[src/rtl/irq_controller_pkg.sv]
// rtl/irq_controller_pkg.sv - shared types and register map for the interrupt controller
package irq_controller_pkg;

  typedef enum logic {
    IDLE    = 1'b0,
    REQUEST = 1'b1
  } irq_state_t;

  localparam int VECTOR_WIDTH = 16;
  localparam int ID_WIDTH     = 3;
  localparam int MAX_SOURCES  = 8;

  localparam logic [3:0] ADDR_MASK        = 4'd0;
  localparam logic [3:0] ADDR_PENDING     = 4'd1;
  localparam logic [3:0] ADDR_IE          = 4'd2;
  localparam logic [3:0] ADDR_ACTIVE      = 4'd3;
  localparam logic [3:0] ADDR_VECTOR_BASE = 4'd8;

  // Vector slots live at 8..15; only slots below the source count exist.
  function automatic logic vector_addr_hit(input logic [3:0] addr, input int num_sources);
    return addr[3] && (int'(addr[2:0]) < num_sources);
  endfunction

endpackage

[src/rtl/irq_sync_edge.sv]
// rtl/irq_sync_edge.sv - two-flop synchroniser and rising-edge detector for one source
module irq_sync_edge (
  input  logic clock,
  input  logic reset,
  input  logic src,
  output logic rise
);

  logic meta;
  logic sync;
  logic prev;

  always_ff @(posedge clock or negedge reset) begin
    if (!reset) begin
      meta <= 1'b0;
      sync <= 1'b0;
      prev <= 1'b0;
    end else begin
      meta <= src;
      sync <= meta;
      prev <= sync;
    end
  end

  assign rise = sync & ~prev;

endmodule

[src/rtl/irq_controller.sv]
// rtl/irq_controller.sv - pending/mask/enable register file, fixed-priority encoder and request FSM
module irq_controller
  import irq_controller_pkg::*;
#(
  parameter int NUM_SOURCES = 8
) (
  input  logic                    clock,
  input  logic                    reset,
  input  logic [NUM_SOURCES-1:0]  irq_src,
  output logic                    irq,
  output logic [VECTOR_WIDTH-1:0] irq_addr,
  input  logic                    reset_irq,
  input  logic                    mmio_write,
  input  logic [3:0]              mmio_addr,
  input  logic [15:0]             mmio_wdata,
  output logic [15:0]             mmio_rdata
);

  logic [NUM_SOURCES-1:0]  rise;
  logic [NUM_SOURCES-1:0]  mask_q;
  logic [NUM_SOURCES-1:0]  pending_q;
  logic [NUM_SOURCES-1:0]  pending_d;
  logic [NUM_SOURCES-1:0]  w1c;
  logic [NUM_SOURCES-1:0]  ack_clr;
  logic [NUM_SOURCES-1:0]  eligible;
  logic                    ie_q;
  logic [VECTOR_WIDTH-1:0] vector_q [MAX_SOURCES];

  irq_state_t              state_q;
  irq_state_t              state_d;
  logic [ID_WIDTH-1:0]     id_q;
  logic [ID_WIDTH-1:0]     id_d;
  logic                    irq_d;
  logic [VECTOR_WIDTH-1:0] irq_addr_d;
  logic [ID_WIDTH-1:0]     win_id;
  logic                    win_any;
  logic                    ack;

  logic                    wr_mask;
  logic                    wr_pending;
  logic                    wr_ie;
  logic                    wr_vector;
  logic                    rd_vector;

  for (genvar g = 0; g < NUM_SOURCES; g++) begin : g_src
    irq_sync_edge u_sync_edge (
      .clock (clock),
      .reset (reset),
      .src   (irq_src[g]),
      .rise  (rise[g])
    );
  end

  assign wr_mask    = mmio_write && (mmio_addr == ADDR_MASK);
  assign wr_pending = mmio_write && (mmio_addr == ADDR_PENDING);
  assign wr_ie      = mmio_write && (mmio_addr == ADDR_IE);
  assign rd_vector  = vector_addr_hit(mmio_addr, NUM_SOURCES);
  assign wr_vector  = mmio_write && rd_vector;

  assign ack     = (state_q == REQUEST) && reset_irq;
  assign w1c     = wr_pending ? mmio_wdata[NUM_SOURCES-1:0] : '0;
  assign ack_clr = ack ? (NUM_SOURCES'(1) << id_q) : '0;

  // A new edge in the same cycle as its clear must not be lost.
  assign pending_d = (pending_q & ~(w1c | ack_clr)) | rise;

  assign eligible = pending_q & mask_q & {NUM_SOURCES{ie_q}};

  always_ff @(posedge clock or negedge reset) begin
    if (!reset) begin
      mask_q    <= '0;
      pending_q <= '0;
      ie_q      <= 1'b0;
      for (int i = 0; i < MAX_SOURCES; i++) begin
        vector_q[i] <= '0;
      end
    end else begin
      pending_q <= pending_d;
      if (wr_mask) begin
        mask_q <= mmio_wdata[NUM_SOURCES-1:0];
      end
      // Acknowledge drops IE so the handler is entered once; it outranks a software write.
      if (ack) begin
        ie_q <= 1'b0;
      end else if (wr_ie) begin
        ie_q <= mmio_wdata[0];
      end
      if (wr_vector) begin
        vector_q[mmio_addr[2:0]] <= mmio_wdata;
      end
    end
  end

  always_comb begin
    win_any = 1'b0;
    win_id  = '0;
    for (int i = NUM_SOURCES - 1; i >= 0; i--) begin
      if (eligible[i]) begin
        win_any = 1'b1;
        win_id  = ID_WIDTH'(i);
      end
    end
  end

  always_ff @(posedge clock or negedge reset) begin
    if (!reset) begin
      state_q  <= IDLE;
      id_q     <= '0;
      irq      <= 1'b0;
      irq_addr <= '0;
    end else begin
      state_q  <= state_d;
      id_q     <= id_d;
      irq      <= irq_d;
      irq_addr <= irq_addr_d;
    end
  end

  // Once in REQUEST the request is frozen; only the acknowledge releases it.
  always_comb begin
    state_d    = state_q;
    id_d       = id_q;
    irq_d      = irq;
    irq_addr_d = irq_addr;
    case (state_q)
      IDLE: begin
        irq_d = 1'b0;
        if (win_any) begin
          state_d    = REQUEST;
          id_d       = win_id;
          irq_d      = 1'b1;
          irq_addr_d = vector_q[win_id];
        end
      end
      REQUEST: begin
        if (reset_irq) begin
          state_d = IDLE;
          irq_d   = 1'b0;
        end
      end
      default: begin
        state_d = IDLE;
        irq_d   = 1'b0;
      end
    endcase
  end

  always_comb begin
    mmio_rdata = '0;
    case (mmio_addr)
      ADDR_MASK:    mmio_rdata = 16'(mask_q);
      ADDR_PENDING: mmio_rdata = 16'(pending_q);
      ADDR_IE:      mmio_rdata = {15'b0, ie_q};
      ADDR_ACTIVE:  mmio_rdata = {(state_q == REQUEST), 12'b0, id_q};
      default: begin
        if (rd_vector) begin
          mmio_rdata = vector_q[mmio_addr[2:0]];
        end
      end
    endcase
  end

endmodule

[config.mk]
export PLATFORM = sky130hd
export DESIGN_NAME = irq_controller
export DESIGN_NICKNAME = d
export VERILOG_FILES = /design/src/rtl/irq_controller_pkg.sv /design/src/rtl/irq_sync_edge.sv /design/src/rtl/irq_controller.sv
export SDC_FILE = /design/constraint.sdc
export NUM_CORES = 1
export LEC_CHECK = 0
export CELL_PAD_IN_SITES_DETAIL_PLACEMENT = 0
export CELL_PAD_IN_SITES_GLOBAL_PLACEMENT = 2
export CORE_ASPECT_RATIO = 0.8
export CORE_MARGIN = 2
export CORE_UTILIZATION = 25
export DETAILED_ROUTE_END_ITERATION = 10
export PLACE_DENSITY = 0.49
export SLEW_MARGIN = 30
export SYNTH_ARGS = -nofsm -noshare
export SYNTH_HDL_FRONTEND = slang
export SYNTH_SLANG_ARGS = --single-unit
[constraint.sdc]
create_clock -name clock -period 2.65 [get_ports clock]
set_input_delay 0.265 -clock clock [delete_from_list [all_inputs] [get_ports clock]]
set_output_delay 0.265 -clock clock [all_outputs]
set_load 0.02 [all_outputs]
; ---- Word level (Yosys, flattened, before mapping)
; Index checks and enable logic that the tools add are counted.
[totals]
ff_bits = 190
input_bits = 32
output_inout_bits = 33
wordCells = 117
[classes]
magnitude_cmp = 3
n_eq_ne = 4
shift = 1
mux = 36
bitwise = 25
n_reduce_logical = 9
[ops]
columns = op, count
row1 = 128-bit bitwise mux, 1
row2 = 16-bit binary-select mux with 3-bit select, 2
row3 = 16-bit 2-to-1 mux, 6
row4 = 16-bit case mux with 4 select lines, 1
row5 = 16-bit demux with 3-bit select, 1
row6 = 8-bit bitwise AND, 3
row7 = 3-bit 2-to-1 mux, 8
row8 = 8-bit 2-to-1 mux, 2
row9 = 8-bit OR, 2
row10 = 1-bit 2-to-1 mux, 13
row11 = 1-bit inverter, 9
row12 = 1-bit bitwise AND, 8
row13 = "4-bit by 2-bit == test with 1-bit output, second input constant", 2
row14 = "4-bit greater-or-equal comparator, second input constant", 2
row15 = 3-bit inverter with 4-bit output, 2
row16 = 8-bit inverter, 1
row17 = "1-bit by 3-bit left shift with 8-bit output, first input constant", 1
row18 = 1-bit logical AND, 6
row19 = "4-bit by 1-bit == test with 1-bit output, second input constant", 1
row20 = 4-bit zero test, 1
row21 = "4-bit by 1-bit < comparator with 1-bit output, second input constant", 1
row22 = 1-bit case mux with 2 select lines, 2
row23 = "2-bit inequality test, second input constant", 1
row24 = 2-bit AND reduction, 1
row25 = 2-bit nonzero test, 1

; ---- Longest topological paths before layout
; Gate-level depths: netlist (run 1).
[depth]
ltp_word = 14
mapped_depth = 8
ltp_nobuf = 6

; ---- Modules after synthesis
; Synthesis (run 1) repeated with hierarchy kept, for this count alone.
[hier_totals]
hier_cells = 718
hier_area_um2 = 9470.3
[modules_own_cells]
columns = mod, n_inst, cells_per_inst, area_per_inst_um2, seq_area_each_um2
row1 = irq_controller, 1, 686, 8759.7, 4154.0
row2 = irq_sync_edge, 8, 4, 88.8, 75.1

; ---- Worst setup path after synthesis (run 1)
; OpenSTA, ideal clock, no wires.
[synth_path]
path_type = input to output
start = input port mmio_addr[0]
end = output port mmio_rdata[1]
t_arrival_ns = 1.790
required_ns = 2.385
slack_ns = 0.595
cell_stages = 6
path_buffers = 4
path_cell_list = buf_2 > buf_2 > buf_2 > buf_2 > a31oi_1 > o31ai_1
[synth_between]
elab_chain_cells = 6
elab_cells_between_ends = 10
classes_between = eq/ne: 3 / mux: 5 / bitwise: 1 / reduce/logical: 1
[synth_lines]
columns = item, line_no
row1 = from (decl), irq_controller.sv:14  ; input logic [3:0] mmio_addr,
row2 = 3-bit inverter with 4-bit output (not written as such), irq_controller.sv:157  ; mmio_rdata = vector_q[mmio_addr[2:0]];
row3 = 16-bit binary-select mux with 3-bit select, irq_controller.sv:157
row4 = 16-bit 2-to-1 mux (not written as such) (2 in a row), irq_controller.sv:157
row5 = 16-bit 2-to-1 mux, irq_controller.sv:156  ; if (rd_vector) begin
row6 = 16-bit case mux with 4 select lines (*), irq_controller.sv:150  ; case (mmio_addr)
row7 = to (decl), irq_controller.sv:16  ; output logic [15:0] mmio_rdata
; Mark *: on every way between the ends. The rest lies on a longest branch, timed or not. The select of a mux whose other input is x is not followed.

; ---- Worst setup path in the final report (run 1)
[layout_path]
start = register vector_q[5] (netlist bit)
end = output port mmio_rdata[5]
[layout_between]
elab_chain_cells = 5
[layout_lines]
columns = item, line_no
row1 = from (decl), irq_controller.sv:27  ; logic [VECTOR_WIDTH-1:0] vector_q [MAX_SOURCES];
row2 = "from (signal, indexed assignment)", irq_controller.sv:89  ; vector_q[mmio_addr[2:0]] <= mmio_wdata;
row3 = 16-bit binary-select mux with 3-bit select, irq_controller.sv:157
row4 = 16-bit 2-to-1 mux (not written as such) (2 in a row), irq_controller.sv:157
row5 = 16-bit 2-to-1 mux, irq_controller.sv:156
row6 = 16-bit case mux with 4 select lines, irq_controller.sv:150
; Every way passes these cells. The select of a mux whose other input is x is not followed.

==> reports/results.tsv, run 1 <==
metric	value	unit
power.total	9380	µW
crit_buf_inv	1	
start_util	25.3	%
cts-buffers-inserted	17	
arrival_time_of_the_worst_setup_path	2.26	ns
routed_via_density	4.89	
synth.cell_area	9360	µm²
setup.worst_path.end_class	output port	
tritoncts	yes	
timing.critical_path.max_delay_family	compound AO/OA/AOI/OAI gates	
yosys.area.top_type	dfrtp_1	
crit_path_start	vector_q[5]	
chipHeight	177	µm
yosys_warnings	0	
hpwlAfterDp	22400	µm
cts.htree.levels	4	
first_pass_grt_wire_length	48900	µm
final_cell_mix	dfrtp_1, mux2_2, mux2i_1	
setup_viol_count_final	0	
grt_util_all_layers	17.4	%
synthesis.nets	805	
first_global_vias	7344	
first_iter_violations	380	
path_class	flip-flop to output port	
clock_tree.buffer_depth	2	
reg2reg_from	pending_q[2]	
leakagePower	0.00485	µW
vias	6762	
floorplan.die.width	220	µm
hold_start	irq_src[5]	
synth.top_cell.area_share	50.8	%
detail_route.wl_per_cell	23.3	µm
synth-edff-count	0	
synth.yosys.seq_area_share	50.8	%
finalWorstSetupSlack	0.127	ns
cts-root-buf	clkbuf_16	
clock_insertion_delay_worst_skew	0.46	ns
grt_antenna_before_repair	0	
fp-row-count	63	
timing.slew.headroom	56.2	%
ant_nets	0	
irDropWorstVdd	385	µV
timing_hold_violations_final	0	
synthDistinctLibCells	50	
clock_skew	0.00849	ns
clock-sinks	190	
postLayoutCoreUtil	31.6	%
timing.final.crit_period	2.52	ns
cp_data_required_time	2.38	ns
timing.final.max_slew_violations	0	
cpPeakStageDelay	0.40	ns
synth_top_cells_by_area	dfrtp_1, mux2_2, mux2i_1, mux2_1, mux4_2	
num_io_pins	65	
result_of_the_run	completed	
num-nets-final	913	
dp_slack	-0.0744	ns
worst_slew_pin_slew	0.657	ns
placement.cell_area	11100	µm²
max_freq	0.396	GHz
worstPathCellList	mux2_2 -> a221oi_1 -> a21oi_1 -> a311oi_1 -> o22ai_1 -> dlygate4sd2_1	
io_buffer_count	64	
ys_seq_elements	190	
power_density	803	nW/µm²
fillerInstances	3719	
floorplan.die_area	39000	µm²
final_cell_count_no_fill	1382	
drt_pre_antenna_iters	5	
max_cap_check_violation_count	0	
layout-drive-gt1-share	28.2	%
cts.clk_slew.worst_paths	0.08	ns
globalplace.congestion	0.785	
finished_cell_area	11700	µm²
layout.cells.most_common	dfrtp_1	
globalRoute.totalOverflow	0	
post-place-cells	1348	
period_share	95.2	%
route.detailed.drc	0	
fp.coreArea	37000	µm²
startpoint_type	flip-flop	
post_synth_inst_count	773	
cp_slowest_cell	dfrtp_1	
async_reset_ff_share	100	%
grt_start_max_net_pins	72	
drt_wl_total	32200	µm
synth.avg_cell_area	12.1	µm²
timing.critical_path.fanout_max	3	
rsz0062_at_grt	no	
area_delta_synth_final	24.9	%
hold_class	input pin to flip-flop	
dominantRegCellSynth	dfrtp_1	
-- cell usage after synthesis (all sizes together), types with 4 or more instances --
library cell and instances:
nand2b 4, nor3 6, o21ai 31, a22oi 9, a221oi 10, buf 38, mux2 146, a21oi 20
a31oi 6, nor2 48, mux4 11, nand4 6, dfrtp 190, a32oi 5, nand3 7, inv 13
a22o 4, o22ai 23, o311ai 4, or3 15, clkbuf 13, mux2i 86, nand2 56
-- sequential cells by signal, summed over array words and instances (netlist names) --
signal                  cells
irq_addr                   16
g_src.u_sync_edge.meta      8
pending_q                   8
g_src.u_sync_edge.prev      8
g_src.u_sync_edge.sync      8
mask_q                      8
state_q                     1
vector_q                  128
irq                         1
ie_q                        1
id_q                        3
-- logic make-up (layout without fill, tap and decap cells) --
kind of cell | Yosys count | in the layout | synth area share, %
and+or+nand+nor | 152 | 152 | 7.61
DFF | 190 | 190 | 50.8
AOI/OAI and AO/OA | 124 | 124 | 8.87
muxes | 243 | 243 | 29.4
other | 0 | 1 | 0
buffers and inverters | 64 | 185 | 3.28
-- layout make-up --
cell class	count	area, µm²	area share, %
clock buffer	18	439	3.76
timing repair buffer	140	1340	11.5
antenna	1	2.50	0.0214
clock inverter	14	146	1.25
inverter	13	48.8	0.418
tap	487	609	5.21
sequential	190	4750	40.7
multi-input combinational	519	4350	37.2
-- stage by stage --
| step | TNS [ns] | hold slack (ns) |
|---|---|---|
| 5_1_grt | 0 | 0.216 |
| 2_1_floorplan | 0 | -0.0306 |
| 3_3_place_gp | -0.183 | 0.330 |
| 4_1_cts | 0 | 0.204 |
| 3_5_place_dp | -0.135 | 0.337 |
| 6_report | 0 | 0.233 |
-- routing by layer --
metal / GRT usage, % / up-vias / wire, µm
met4: 3.44 / 0 / 230
met1: 24.7 / 3554 / 16000
met3: 3.78 / 19 / 1070
met2: 27.2 / 125 / 14900
li1: - / 3064 / -
met5: 0 / - / 0
-- worst reg2reg max path, stage by stage (launching register included) --
cell	delay, ns
dfrtp_1	0.45
nand2_2	0.15
a32oi_1	0.15
o22ai_4	0.21
buf_4	0.41
mux2i_1	0.27
o22ai_1	0.10
or3_1	0.37
-- repair_timing --
item	CTS	global route
hold buffers	1	0
endpoints found under the setup margin	6	8
gates resized for setup	6	9
hold endpoints to repair	68	0
setup buffers	0	0
-- final timing paths --
check	endpoint	slack, ns	depth (start not counted)
setup / recovery	mmio_rdata[5]	0.13	6
hold / removal	g_src[5].u_sync_edge.meta	0.23	1
setup reg to reg	irq_addr[7]	0.42	7
hold reg to reg	g_src[2].u_sync_edge.sync	0.35	0
max in group asynchronous	vector_q[26]	1.33	3
min in group asynchronous	vector_q[56]	0.38	2
-- report_power, final --
part / internal, µW / switching, µW
clock: 1360 / 1290
sequential: 3570 / 597
combinational: 1290 / 1280
total: 6210 / 3170
Note: power is estimated with default switching activity, not from simulation.
==> inputs of run 2 (changes only) <==
--- a/config.mk
+++ b/config.mk
@@ -9,9 +9,9 @@
 export CELL_PAD_IN_SITES_GLOBAL_PLACEMENT = 2
 export CORE_ASPECT_RATIO = 0.8
 export CORE_MARGIN = 2
-export CORE_UTILIZATION = 25
+export CORE_UTILIZATION = 41
 export DETAILED_ROUTE_END_ITERATION = 10
-export PLACE_DENSITY = 0.49
+export PLACE_DENSITY = 0.76
 export SLEW_MARGIN = 30
 export SYNTH_ARGS = -nofsm -noshare
 export SYNTH_HDL_FRONTEND = slang
==> reports/results.tsv, run 2 (synthesis gave the netlist of run 1 again) <==
metric	value	unit
power_density	811	nW/µm²
timing_hold_violations_final	0	
postLayoutCoreUtil	50.6	%
arrival_time_of_the_worst_setup_path	2.31	ns
timing.final.max_slew_violations	0	
grt_start_max_net_pins	69	
cpPeakStageDelay	0.51	ns
vias	6859	
timing.slew.headroom	61.2	%
max_flop_register	vector_q	
area_delta_synth_final	21.3	%
period_share	97.1	%
first_pass_grt_wire_length	43400	µm
clock_insertion_delay_worst_skew	0.44	ns
setup_viol_count_final	0	
layout-drive-gt1-share	27.4	%
fp.coreArea	22400	µm²
cts_setup_buffers	0	
setup.worst_path.end_class	output port	
chipHeight	139	µm
grt_antenna_before_repair	0	
tritoncts	yes	
cts-root-buf	clkbuf_16	
clock_skew	0.0132	ns
grt_util_all_layers	23.7	%
first_iter_violations	476	
globalRoute.totalOverflow	0	
leakagePower	0.00475	µW
n_antenna_cell	0	
irDropWorstVdd	377	µV
path_class	input pin to output port	
cts-buffers-inserted	17	
floorplan.die_area	24000	µm²
cp_slowest_cell	clkdlybuf4s50_1	
result_of_the_run	completed	
floorplan.die.width	173	µm
routed_via_density	5.74	
layout.cells.most_common	dfrtp_1	
drt_wl_total	27700	µm
clock_tree.buffer_depth	2	
max_ffs_per_register	128	
first_global_vias	7103	
num_io_pins	65	
startpoint_type	input pin	
drt_pre_antenna_iters	6	
fp-row-count	49	
max_freq	0.389	GHz
start_util	41.7	%
clock-sinks	190	
worst_slew_pin_slew	0.578	ns
setup-tns-final	0	ns
worstPathCellList	clkdlybuf4s50_1 -> buf_4 -> buf_4 -> nor2_1 -> a21oi_1 -> a21oi_1 -> a311oi_2 -> o22ai_1 -> dlygate4sd2_1	
timing.final.crit_period	2.57	ns
final_cell_mix	dfrtp_1, mux2_2, mux2i_1	
fillerInstances	2030	
hpwlAfterDp	19100	µm
ant_nets	0	
num-nets-final	908	
timing.critical_path.fanout_max	20	
route.detailed.drc	0	
placement.cell_area	10700	µm²
globalplace.congestion	0.849	
detail_route.wl_per_cell	23.2	µm
cts.htree.levels	4	
finished_cell_area	11300	µm²
hold_class	input pin to flip-flop	
rsz0062_at_grt	no	
reg.largest.list	vector_q x128, irq_addr x16	
cts.clk_slew.worst_paths	0.08	ns
io_buffer_count	64	
cp_data_required_time	2.38	ns
max_cap_check_violation_count	0	
[run 2: cell types whose count changed in the layout (fill, tap and decap cells not counted), moves of 2 or more]
cell / previous run / this run
inv_6: 8 / 1
dlygate4sd2_1: 4 / 9
inv_8: 1 / 6
nor2_1: 41 / 46
nor2_2: 7 / 2
clkinvlp_4: 0 / 4
dlymetal6s2s_1: 5 / 1
buf_12: 10 / 7
buf_4: 65 / 63
clkbuf_4: 2 / 0
[run 2: report_power, final]
| part | internal (µW) | switching (µW) | total (µW) |
|---|---|---|---|
| Combinational | 1270 | 1250 | 2520 |
| Clock | 1260 | 1270 | 2530 |
| Sequential | 3570 | 590 | 4160 |
[run 2: metal layers]
metal / up-vias / part of all wire (%) / routed length (µm) / global-route usage, %
met2: 190 / 47 / 12900 / 37.1
met3: 46 / 4.3 / 1200 / 4.30
met4: 0 / 2.2 / 615 / 7.31
li1: 3060 / - / - / -
met1: 3563 / 47 / 13000 / 33.6
met5: - / 0 / 0 / 0
[run 2: cell type report]
| type | count | area, µm² | area share [%] |
|---|---|---|---|
| clock inverter | 15 | 149 | 1.31 |
| inverter | 13 | 48.8 | 0.430 |
| multi-input combinational | 519 | 4330 | 38.2 |
| timing repair buffer | 135 | 1250 | 11.0 |
| clock buffer | 17 | 425 | 3.75 |
| sequential | 190 | 4750 | 41.9 |
| tap | 306 | 383 | 3.38 |
[run 2: through the flow]
| step | hold slack [ns] | cells | total power (µW) | setup WS, ns |
|---|---|---|---|---|
| after detailed placement | 0.271 | 1162 | 6730 | -0.174 |
| after floorplan | -0.0306 | 773 | 5640 | 0.595 |
| after global placement | 0.260 | 1162 | 6650 | -0.137 |
| after global routing | 0.243 | 1195 | 9680 | 0.00419 |
| after CTS | 0.243 | 1195 | 9270 | 0.00286 |
| final | 0.259 | 1195 | 9200 | 0.0770 |
[run 2: worst paths after layout]
| kind | start | to | slack [ns] | cells after the start |
|---|---|---|---|---|
| hold / removal | irq_src[1] | g_src[1].u_sync_edge.meta | 0.26 | 1 |
| min in group asynchronous | reset | vector_q[29] | 0.37 | 2 |
| setup reg to reg | mask_q[2] | irq_addr[12] | 0.48 | 7 |
| setup / recovery | mmio_addr[1] | mmio_rdata[5] | 0.08 | 9 |
| hold reg to reg | g_src[1].u_sync_edge.meta | g_src[1].u_sync_edge.sync | 0.35 | 0 |
| max in group asynchronous | reset | vector_q[90] | 1.51 | 3 |
[run 2: worst max-delay path, delay by kind of cell]
kind,cells,cell delay (ns)
AOI/OAI and AO/OA,4,0.63
buffers and inverters,4,1.33
and+or+nand+nor,1,0.08
[run 2: timing repair]
item	in CTS	in global routing
pin swaps	0	0
endpoints found under the setup margin	11	5
endpoints found under the hold margin	55	0
resized for setup	14	4
hold buffers	1	0
